[src/rtl/multicycle_controller_if.sv]
// Control-plane bundle between fetch, the multicycle controller and the datapath.
// The controller side is the master; the surrounding fetch/datapath side is the slave.
interface multicycle_controller_if;
  logic        instr_valid;
  logic        instr_ready;
  logic [11:0] opfunc;
  logic [3:0]  alu_nzcv;
  logic        mem_ready;
  logic [3:0]  alu_op;
  logic [1:0]  alu_src;
  logic        reg_write;
  logic        mem_to_reg;
  logic        mem_read;
  logic        mem_write;
  logic        pc_src;
  logic        link;
  logic        pc_write;
  logic [3:0]  nzcv;
  logic        illegal;
  logic        fault;

  modport master (
    input  instr_valid, opfunc, alu_nzcv, mem_ready,
    output instr_ready, alu_op, alu_src, reg_write, mem_to_reg, mem_read,
           mem_write, pc_src, link, pc_write, nzcv, illegal, fault
  );

  modport slave (
    output instr_valid, opfunc, alu_nzcv, mem_ready,
    input  instr_ready, alu_op, alu_src, reg_write, mem_to_reg, mem_read,
           mem_write, pc_src, link, pc_write, nzcv, illegal, fault
  );
endinterface

[src/rtl/multicycle_controller.sv]
// Multicycle control FSM for the 12-bit opfunc ISA.
// Accepts one instruction at a time from fetch, walks it through EXEC/MEM/WB,
// owns the architectural NZCV flags and flags a sticky fault on memory timeout.
module multicycle_controller #(
  parameter int         MEM_TIMEOUT = 16,
  parameter logic [3:0] NZCV_INIT   = 4'b0000,
  parameter bit         FAULT_HALT  = 1'b1
) (
  input  logic                    clk,
  input  logic                    rst_n,
  multicycle_controller_if.master bus
);

  localparam int CW = $clog2(MEM_TIMEOUT + 1);

  typedef enum logic [2:0] {
    S_IDLE  = 3'd0,
    S_EXEC  = 3'd1,
    S_MEM   = 3'd2,
    S_WB    = 3'd3,
    S_FAULT = 3'd4
  } state_t;

  state_t          r_state;
  state_t          w_state_next;
  logic [7:0]      r_op;
  logic            r_cond_ok;
  logic [3:0]      r_nzcv;
  logic            r_fault;
  logic [CW-1:0]   r_tmo_cnt;

  logic            w_cond_ok;
  logic            w_is_dp;
  logic            w_is_cmp;
  logic            w_is_ldst;
  logic            w_is_branch;
  logic            w_is_undef;
  logic            w_is_load;
  logic            w_tmo_hit;
  logic            w_flag_n;
  logic            w_flag_z;
  logic            w_flag_c;
  logic            w_flag_v;
  logic [3:0]      w_ls_alu_op;
  logic [1:0]      w_ls_alu_src;

  // Decode of the latched op byte only; the live opfunc is never decoded past IDLE.
  assign w_is_dp      = (r_op[7:6] == 2'b00);
  assign w_is_cmp     = (r_op[7:3] == 5'b00010);
  assign w_is_ldst    = (r_op[7:6] == 2'b01);
  assign w_is_branch  = (r_op[7:5] == 3'b101);
  assign w_is_undef   = ~(w_is_dp | w_is_ldst | w_is_branch);
  assign w_is_load    = r_op[0];
  assign w_ls_alu_op  = r_op[3] ? 4'b0100 : 4'b0010;
  assign w_ls_alu_src = r_op[5] ? 2'b10 : 2'b11;

  // Completion on the last allowed cycle wins over the timeout.
  assign w_tmo_hit = (r_tmo_cnt == CW'(MEM_TIMEOUT - 1)) && !bus.mem_ready;

  assign {w_flag_n, w_flag_z, w_flag_c, w_flag_v} = r_nzcv;

  // Condition evaluation against the registered flags, sampled when the instruction is accepted.
  always_comb begin
    w_cond_ok = 1'b1;
    case (bus.opfunc[11:8])
      4'd0:    w_cond_ok = w_flag_z;
      4'd1:    w_cond_ok = ~w_flag_z;
      4'd2:    w_cond_ok = w_flag_c;
      4'd3:    w_cond_ok = ~w_flag_c;
      4'd4:    w_cond_ok = w_flag_n;
      4'd5:    w_cond_ok = ~w_flag_n;
      4'd6:    w_cond_ok = w_flag_v;
      4'd7:    w_cond_ok = ~w_flag_v;
      4'd8:    w_cond_ok = w_flag_c & ~w_flag_z;
      4'd9:    w_cond_ok = ~w_flag_c | w_flag_z;
      4'd10:   w_cond_ok = (w_flag_n == w_flag_v);
      4'd11:   w_cond_ok = (w_flag_n != w_flag_v);
      4'd12:   w_cond_ok = ~w_flag_z & (w_flag_n == w_flag_v);
      4'd13:   w_cond_ok = w_flag_z | (w_flag_n != w_flag_v);
      default: w_cond_ok = 1'b1;
    endcase
  end

  // State register.
  always_ff @(posedge clk or negedge rst_n) begin
    if (!rst_n) begin
      r_state <= S_IDLE;
    end else begin
      r_state <= w_state_next;
    end
  end

  // Next-state logic.
  always_comb begin
    w_state_next = r_state;
    case (r_state)
      S_IDLE: begin
        if (bus.instr_valid) w_state_next = S_EXEC;
      end
      S_EXEC: begin
        if (!r_cond_ok || w_is_undef || w_is_branch) w_state_next = S_IDLE;
        else if (w_is_dp) w_state_next = w_is_cmp ? S_IDLE : S_WB;
        else w_state_next = S_MEM;
      end
      S_MEM: begin
        if (bus.mem_ready) w_state_next = w_is_load ? S_WB : S_IDLE;
        else if (w_tmo_hit) w_state_next = FAULT_HALT ? S_FAULT : S_IDLE;
      end
      S_WB:    w_state_next = S_IDLE;
      S_FAULT: w_state_next = S_FAULT;
      default: w_state_next = S_IDLE;
    endcase
  end

  // Instruction latch, flags, sticky fault and memory wait counter.
  always_ff @(posedge clk or negedge rst_n) begin
    if (!rst_n) begin
      r_op      <= 8'h00;
      r_cond_ok <= 1'b0;
      r_nzcv    <= NZCV_INIT;
      r_fault   <= 1'b0;
      r_tmo_cnt <= '0;
    end else begin
      if (r_state == S_IDLE && bus.instr_valid) begin
        r_op      <= bus.opfunc[7:0];
        r_cond_ok <= w_cond_ok;
      end
      if (r_state == S_EXEC) begin
        r_tmo_cnt <= '0;
        if (r_cond_ok && w_is_dp && r_op[0]) r_nzcv <= bus.alu_nzcv;
      end
      if (r_state == S_MEM && !bus.mem_ready) begin
        r_tmo_cnt <= r_tmo_cnt + 1'b1;
        if (w_tmo_hit) r_fault <= 1'b1;
      end
    end
  end

  // Moore outputs from state and latched op; the store pc_write pulse qualifies on mem_ready.
  always_comb begin
    bus.instr_ready = 1'b0;
    bus.alu_op      = 4'b0000;
    bus.alu_src     = 2'b00;
    bus.reg_write   = 1'b0;
    bus.mem_to_reg  = 1'b0;
    bus.mem_read    = 1'b0;
    bus.mem_write   = 1'b0;
    bus.pc_src      = 1'b0;
    bus.link        = 1'b0;
    bus.pc_write    = 1'b0;
    bus.illegal     = 1'b0;
    case (r_state)
      S_IDLE: bus.instr_ready = 1'b1;
      S_EXEC: begin
        if (!r_cond_ok || w_is_undef) begin
          bus.pc_write = 1'b1;
          bus.illegal  = r_cond_ok & w_is_undef;
        end else if (w_is_branch) begin
          bus.pc_src    = 1'b1;
          bus.pc_write  = 1'b1;
          bus.link      = r_op[4];
          bus.reg_write = r_op[4];
        end else if (w_is_dp) begin
          bus.alu_op   = r_op[4:1];
          bus.alu_src  = 2'b00;
          bus.pc_write = w_is_cmp;
        end else begin
          bus.alu_op  = w_ls_alu_op;
          bus.alu_src = w_ls_alu_src;
        end
      end
      S_MEM: begin
        bus.alu_op    = w_ls_alu_op;
        bus.alu_src   = w_ls_alu_src;
        bus.mem_read  = w_is_load;
        bus.mem_write = ~w_is_load;
        bus.pc_write  = ~w_is_load & bus.mem_ready;
      end
      S_WB: begin
        bus.reg_write  = 1'b1;
        bus.pc_write   = 1'b1;
        bus.mem_to_reg = w_is_ldst;
      end
      default: ;
    endcase
  end

  assign bus.nzcv  = r_nzcv;
  assign bus.fault = r_fault;

endmodule
[src/flat_wrapper.sv]
// flat-port wrapper written by rule: the top's interface ports become plain ports
module multicycle_controller_flat 
#(
  parameter int         MEM_TIMEOUT = 16,
  parameter logic [3:0] NZCV_INIT   = 4'b0000,
  parameter bit         FAULT_HALT  = 1'b1
)
  (clk, rst_n, bus_instr_valid, bus_opfunc, bus_alu_nzcv, bus_mem_ready, bus_instr_ready, bus_alu_op, bus_alu_src, bus_reg_write, bus_mem_to_reg, bus_mem_read, bus_mem_write, bus_pc_src, bus_link, bus_pc_write, bus_nzcv, bus_illegal, bus_fault);
  multicycle_controller_if bus_i ();
  input  logic clk;
  input  logic rst_n;
  input wire logic [$bits(bus_i.instr_valid)-1:0] bus_instr_valid;
  input wire logic [$bits(bus_i.opfunc)-1:0] bus_opfunc;
  input wire logic [$bits(bus_i.alu_nzcv)-1:0] bus_alu_nzcv;
  input wire logic [$bits(bus_i.mem_ready)-1:0] bus_mem_ready;
  output wire logic [$bits(bus_i.instr_ready)-1:0] bus_instr_ready;
  output wire logic [$bits(bus_i.alu_op)-1:0] bus_alu_op;
  output wire logic [$bits(bus_i.alu_src)-1:0] bus_alu_src;
  output wire logic [$bits(bus_i.reg_write)-1:0] bus_reg_write;
  output wire logic [$bits(bus_i.mem_to_reg)-1:0] bus_mem_to_reg;
  output wire logic [$bits(bus_i.mem_read)-1:0] bus_mem_read;
  output wire logic [$bits(bus_i.mem_write)-1:0] bus_mem_write;
  output wire logic [$bits(bus_i.pc_src)-1:0] bus_pc_src;
  output wire logic [$bits(bus_i.link)-1:0] bus_link;
  output wire logic [$bits(bus_i.pc_write)-1:0] bus_pc_write;
  output wire logic [$bits(bus_i.nzcv)-1:0] bus_nzcv;
  output wire logic [$bits(bus_i.illegal)-1:0] bus_illegal;
  output wire logic [$bits(bus_i.fault)-1:0] bus_fault;
  assign bus_i.instr_valid = bus_instr_valid;
  assign bus_i.opfunc = bus_opfunc;
  assign bus_i.alu_nzcv = bus_alu_nzcv;
  assign bus_i.mem_ready = bus_mem_ready;
  assign bus_instr_ready = bus_i.instr_ready;
  assign bus_alu_op = bus_i.alu_op;
  assign bus_alu_src = bus_i.alu_src;
  assign bus_reg_write = bus_i.reg_write;
  assign bus_mem_to_reg = bus_i.mem_to_reg;
  assign bus_mem_read = bus_i.mem_read;
  assign bus_mem_write = bus_i.mem_write;
  assign bus_pc_src = bus_i.pc_src;
  assign bus_link = bus_i.link;
  assign bus_pc_write = bus_i.pc_write;
  assign bus_nzcv = bus_i.nzcv;
  assign bus_illegal = bus_i.illegal;
  assign bus_fault = bus_i.fault;
  multicycle_controller #(.MEM_TIMEOUT(MEM_TIMEOUT), .NZCV_INIT(NZCV_INIT), .FAULT_HALT(FAULT_HALT)) u_core (.clk(clk), .rst_n(rst_n), .bus(bus_i));
endmodule
[config.mk]
export PLATFORM = sky130hd
export DESIGN_NAME = multicycle_controller_flat
export DESIGN_NICKNAME = d
export VERILOG_FILES = /design/src/rtl/multicycle_controller_if.sv /design/src/rtl/multicycle_controller.sv /design/src/flat_wrapper.sv
export SDC_FILE = /design/constraint.sdc
export NUM_CORES = 1
export LEC_CHECK = 0
export ABC_AREA = 1
export CAP_MARGIN = 40
export CORE_MARGIN = 2
export CORE_UTILIZATION = 50
export CTS_CLUSTER_SIZE = 14
export DETAILED_ROUTE_END_ITERATION = 16
export PLACE_DENSITY = 0.85
export REMOVE_ABC_BUFFERS = 1
export SLEW_MARGIN = 20
export SYNTH_ARGS = -nofsm -noshare
export SYNTH_HDL_FRONTEND = slang
export SYNTH_SLANG_ARGS = --single-unit
[constraint.sdc]
create_clock -name clk -period 2.15 [get_ports clk]
set_input_delay 0.43 -clock clk [delete_from_list [all_inputs] [get_ports clk]]
set_output_delay 0.43 -clock clk [all_outputs]
set_load 0.01 [all_outputs]
==> results.cfg <==
[status]
outcome = finished, final reports clean

[grt]
grt_first_pass_wirelength_um = 5610
grt_use_met2_pct = 38.1
grt_pass1_vias = 1293
grt-busiest-layer = met2
antenna_found_initial = 0
met1_usage_pct = 29.9
overflow = 0
use_met3_pct = 3.28
grt_max_degree = 23
grtUsageTotal_pct = 22.3

[route]
drt_wl_total_um = 3490
drt_iter0_markers = 44
first_pass_iters = 4
vias_per_cell = 5.41
route.detailed.drc = 0
wire_per_inst_um = 12.9
ant_nets = 0
vias = 1466

[flow_run]
drv_cap = 0

[placed_design]
place_congestion = 0.951
numPortBuffers = 39
hpwl_um = 2530

[final_layout]
ff_latch_area_um2 = 551
final_layout_size_suffix_gt1_share_pct = 13.7
final_nets = 265
multi_input_comb_area_um2 = 659
synthToLayoutAreaGrowth_pct = 40.5
fillCellCount = 203
antenna_cells = 0

[floorplanning]
die_h_um = 55.5
core_area_um2 = 2500
pin_count = 40
fp.dieW_um = 55.5
start_util_pct = 53.1
die_area_um2 = 3080
rows = 18

[min_path]
hold_path.class = primary input to asynchronous set/reset pin

[power]
leakagePower_nw = 0.989
vdd_drop_max_mv = 0.772
total_power_mw = 2.11
cellPowerDensity_nw_per_um2 = 1130

[setup_path]
path_class = flop to primary output
worstPathArrival_ns = 1.67
end_kind = primary output
max_stage_delay_ns = 0.45
critPathTopFamily = flip-flops
cp_num_buf_inv = 3
crit_top_cell = nor2_1
cp_cell_sequence = inv_2 -> nand2_1 -> nor2_1 -> nor2_1 -> inv_1 -> nand4_1 -> o21ai_0 -> clkbuf_2
cp-start-kind = flop
cpMaxStageDelayCell = dfrtp_1
crit_required_ns = 1.72
crit_fanout = 4

[timing]
fin_crit_sh_pct = 97.8
finClkSkew_ns = 0.0129
relSlewSlack_pct = 79.7
fmax_mhz = 476
setup_tns_ns = 0
drv_slew = 0
min_period_ns = 2.10
setup_viol = 0
worstMarginPinSlew_ns = 0.303
finalHoldViolCount = 0

[yosys]
synth_edf_count = 0
syn_inst = 188
yosysWarnings = 0
synth_ff_type = dfrtp_1
ys_async_sr_fraction_pct = 100
synth_area_um2 = 1330
synth_cell_types = 23
ys_ff_latch = 22
synth_seq_area_share_pct = 41.5
synth_area_per_cell_um2 = 7.06

[clock_network]
cts.clk_slew.worst_paths_ns = 0.13
clk_latency_ns = 0.30
clock-root-buffer = clkbuf_4
cts_buffers = 3
clock_path_buffers = 2
cts_tree = yes
clkSinkCount = 22
h-tree-depth = 1
placed cells by master, fill, tap and decap left out:
cell type	count
nor3_1	5
clkbuf_2	5
buf_4	11
o21bai_1	1
nor2_4	2
clkdlybuf4s15_1	2
nand3b_1	1
nand3_4	1
inv_4	1
dlymetal6s2s_1	3
o21ai_1	3
dfrtp_1	22
a22o_1	1
ha_1	2
o21ai_0	16
clkdlybuf4s50_1	24
a21oi_1	6
nor3_4	1
buf_12	1
nand3_1	16
o22ai_1	1
a31oi_4	1
nand2_1	45
clkbuf_4	3
nand2_2	3
inv_1	28
nor4_1	2
nand4_1	1
dlygate4sd2_1	5
inv_2	4
nor2_1	24
cell usage after synthesis, types with 2 or more instances:
cell | instances | share of area [%]
nand2_1 | 46 | 13
inv_1 | 29 | 8.2
nor2_1 | 24 | 6.8
dfrtp_1 | 22 | 41
o21ai_0 | 17 | 6.4
nand3_1 | 16 | 6.0
a21oi_1 | 6 | 2.3
nor3_1 | 5 | 1.9
inv_2 | 4 | 1.1
ha_1 | 2 | 1.9
nand2_2 | 2 | 0.94
nor2_4 | 2 | 1.7
nor4_1 | 2 | 0.94
o21ai_1 | 2 | 0.75
cells by family after synthesis:
kind of cell	synth area share, %
buf+inv	10.2
compound gates	11.6
simple gates	34.9
flops	41.5
fa+ha+maj	1.88
where the power goes:
part / leakage, nW / switching [mW] / internal (mW)
Sequential: 0.279 / 0.129 / 0.562
Clock: 0.0138 / 0.121 / 0.0652
Combinational: 0.696 / 0.711 / 0.525
metal layers:
metal	wire [µm]	vias to the layer above	part of all wire, %
li1	-	704	-
met2	1690	74	48
met4	72	0	2.1
met3	213	10	6.1
met1	1520	678	43
met5	0	-	0
path summary, 6_finish.rpt:
kind / startpoint / endpoint / slack [ns] / depth (start not counted)
setup / recovery: u_core.r_op[6]$_DFFE_PN0P_ / bus_reg_write / 0.05 / 8
hold / removal: rst_n / u_core.r_state[0]$_DFFE_PN0P_ / 0.46 / 2
setup reg to reg: u_core.r_state[0]$_DFFE_PN0P_ / u_core.r_op[3]$_DFFE_PN0P_ / 0.70 / 6
hold reg to reg: u_core.r_op[2]$_DFFE_PN0P_ / u_core.r_op[2]$_DFFE_PN0P_ / 0.50 / 2
max in group asynchronous: rst_n / u_core.bus.nzcv[3]$_DFFE_PN0P_ / 1.46 / 2
min in group clk: u_core.r_op[2]$_DFFE_PN0P_ / u_core.r_op[2]$_DFFE_PN0P_ / 0.50 / 2
area by class of cell:
class	instances	area share (%)
well taps	30	2.01
clock buffers	3	1.21
flip-flops and latches	22	29.5
inverters	33	6.77
multi-input cells	132	35.3
repair buffers	51	25.2
what timing repair did:
action | in CTS | in global routing
endpoints found under the setup margin | 12 | 10
resized for setup | 17 | 17
setup buffers | 2 | 7
pin swaps | 0 | 1
hold buffers | 0 | 0
state kept, by name, summed over array words and instances (netlist names):
name              count
u_core.r_op           8
u_core.r_tmo_cnt      5
u_core.bus.nzcv       4
u_core.bus.fault      1
u_core.r_state        3
u_core.r_cond_ok      1
metrics by stage:
step | instances | area [µm²] | worst slack [ns] | hold slack, ns | utilization (%)
after floorplan | 187 | 1320 | 0.610 | 0.134 | -
after global placement | 259 | 1770 | 0.0405 | 0.457 | 70.7
after detailed placement | 259 | 1770 | 0.0308 | 0.472 | 70.7
after CTS | 264 | 1800 | -0.133 | 0.469 | 72.1
after global routing | 271 | 1870 | -0.0226 | 0.482 | 74.6
final | 271 | 1870 | 0.0476 | 0.460 | 74.6
Note: power is estimated with default switching activity, not from simulation.
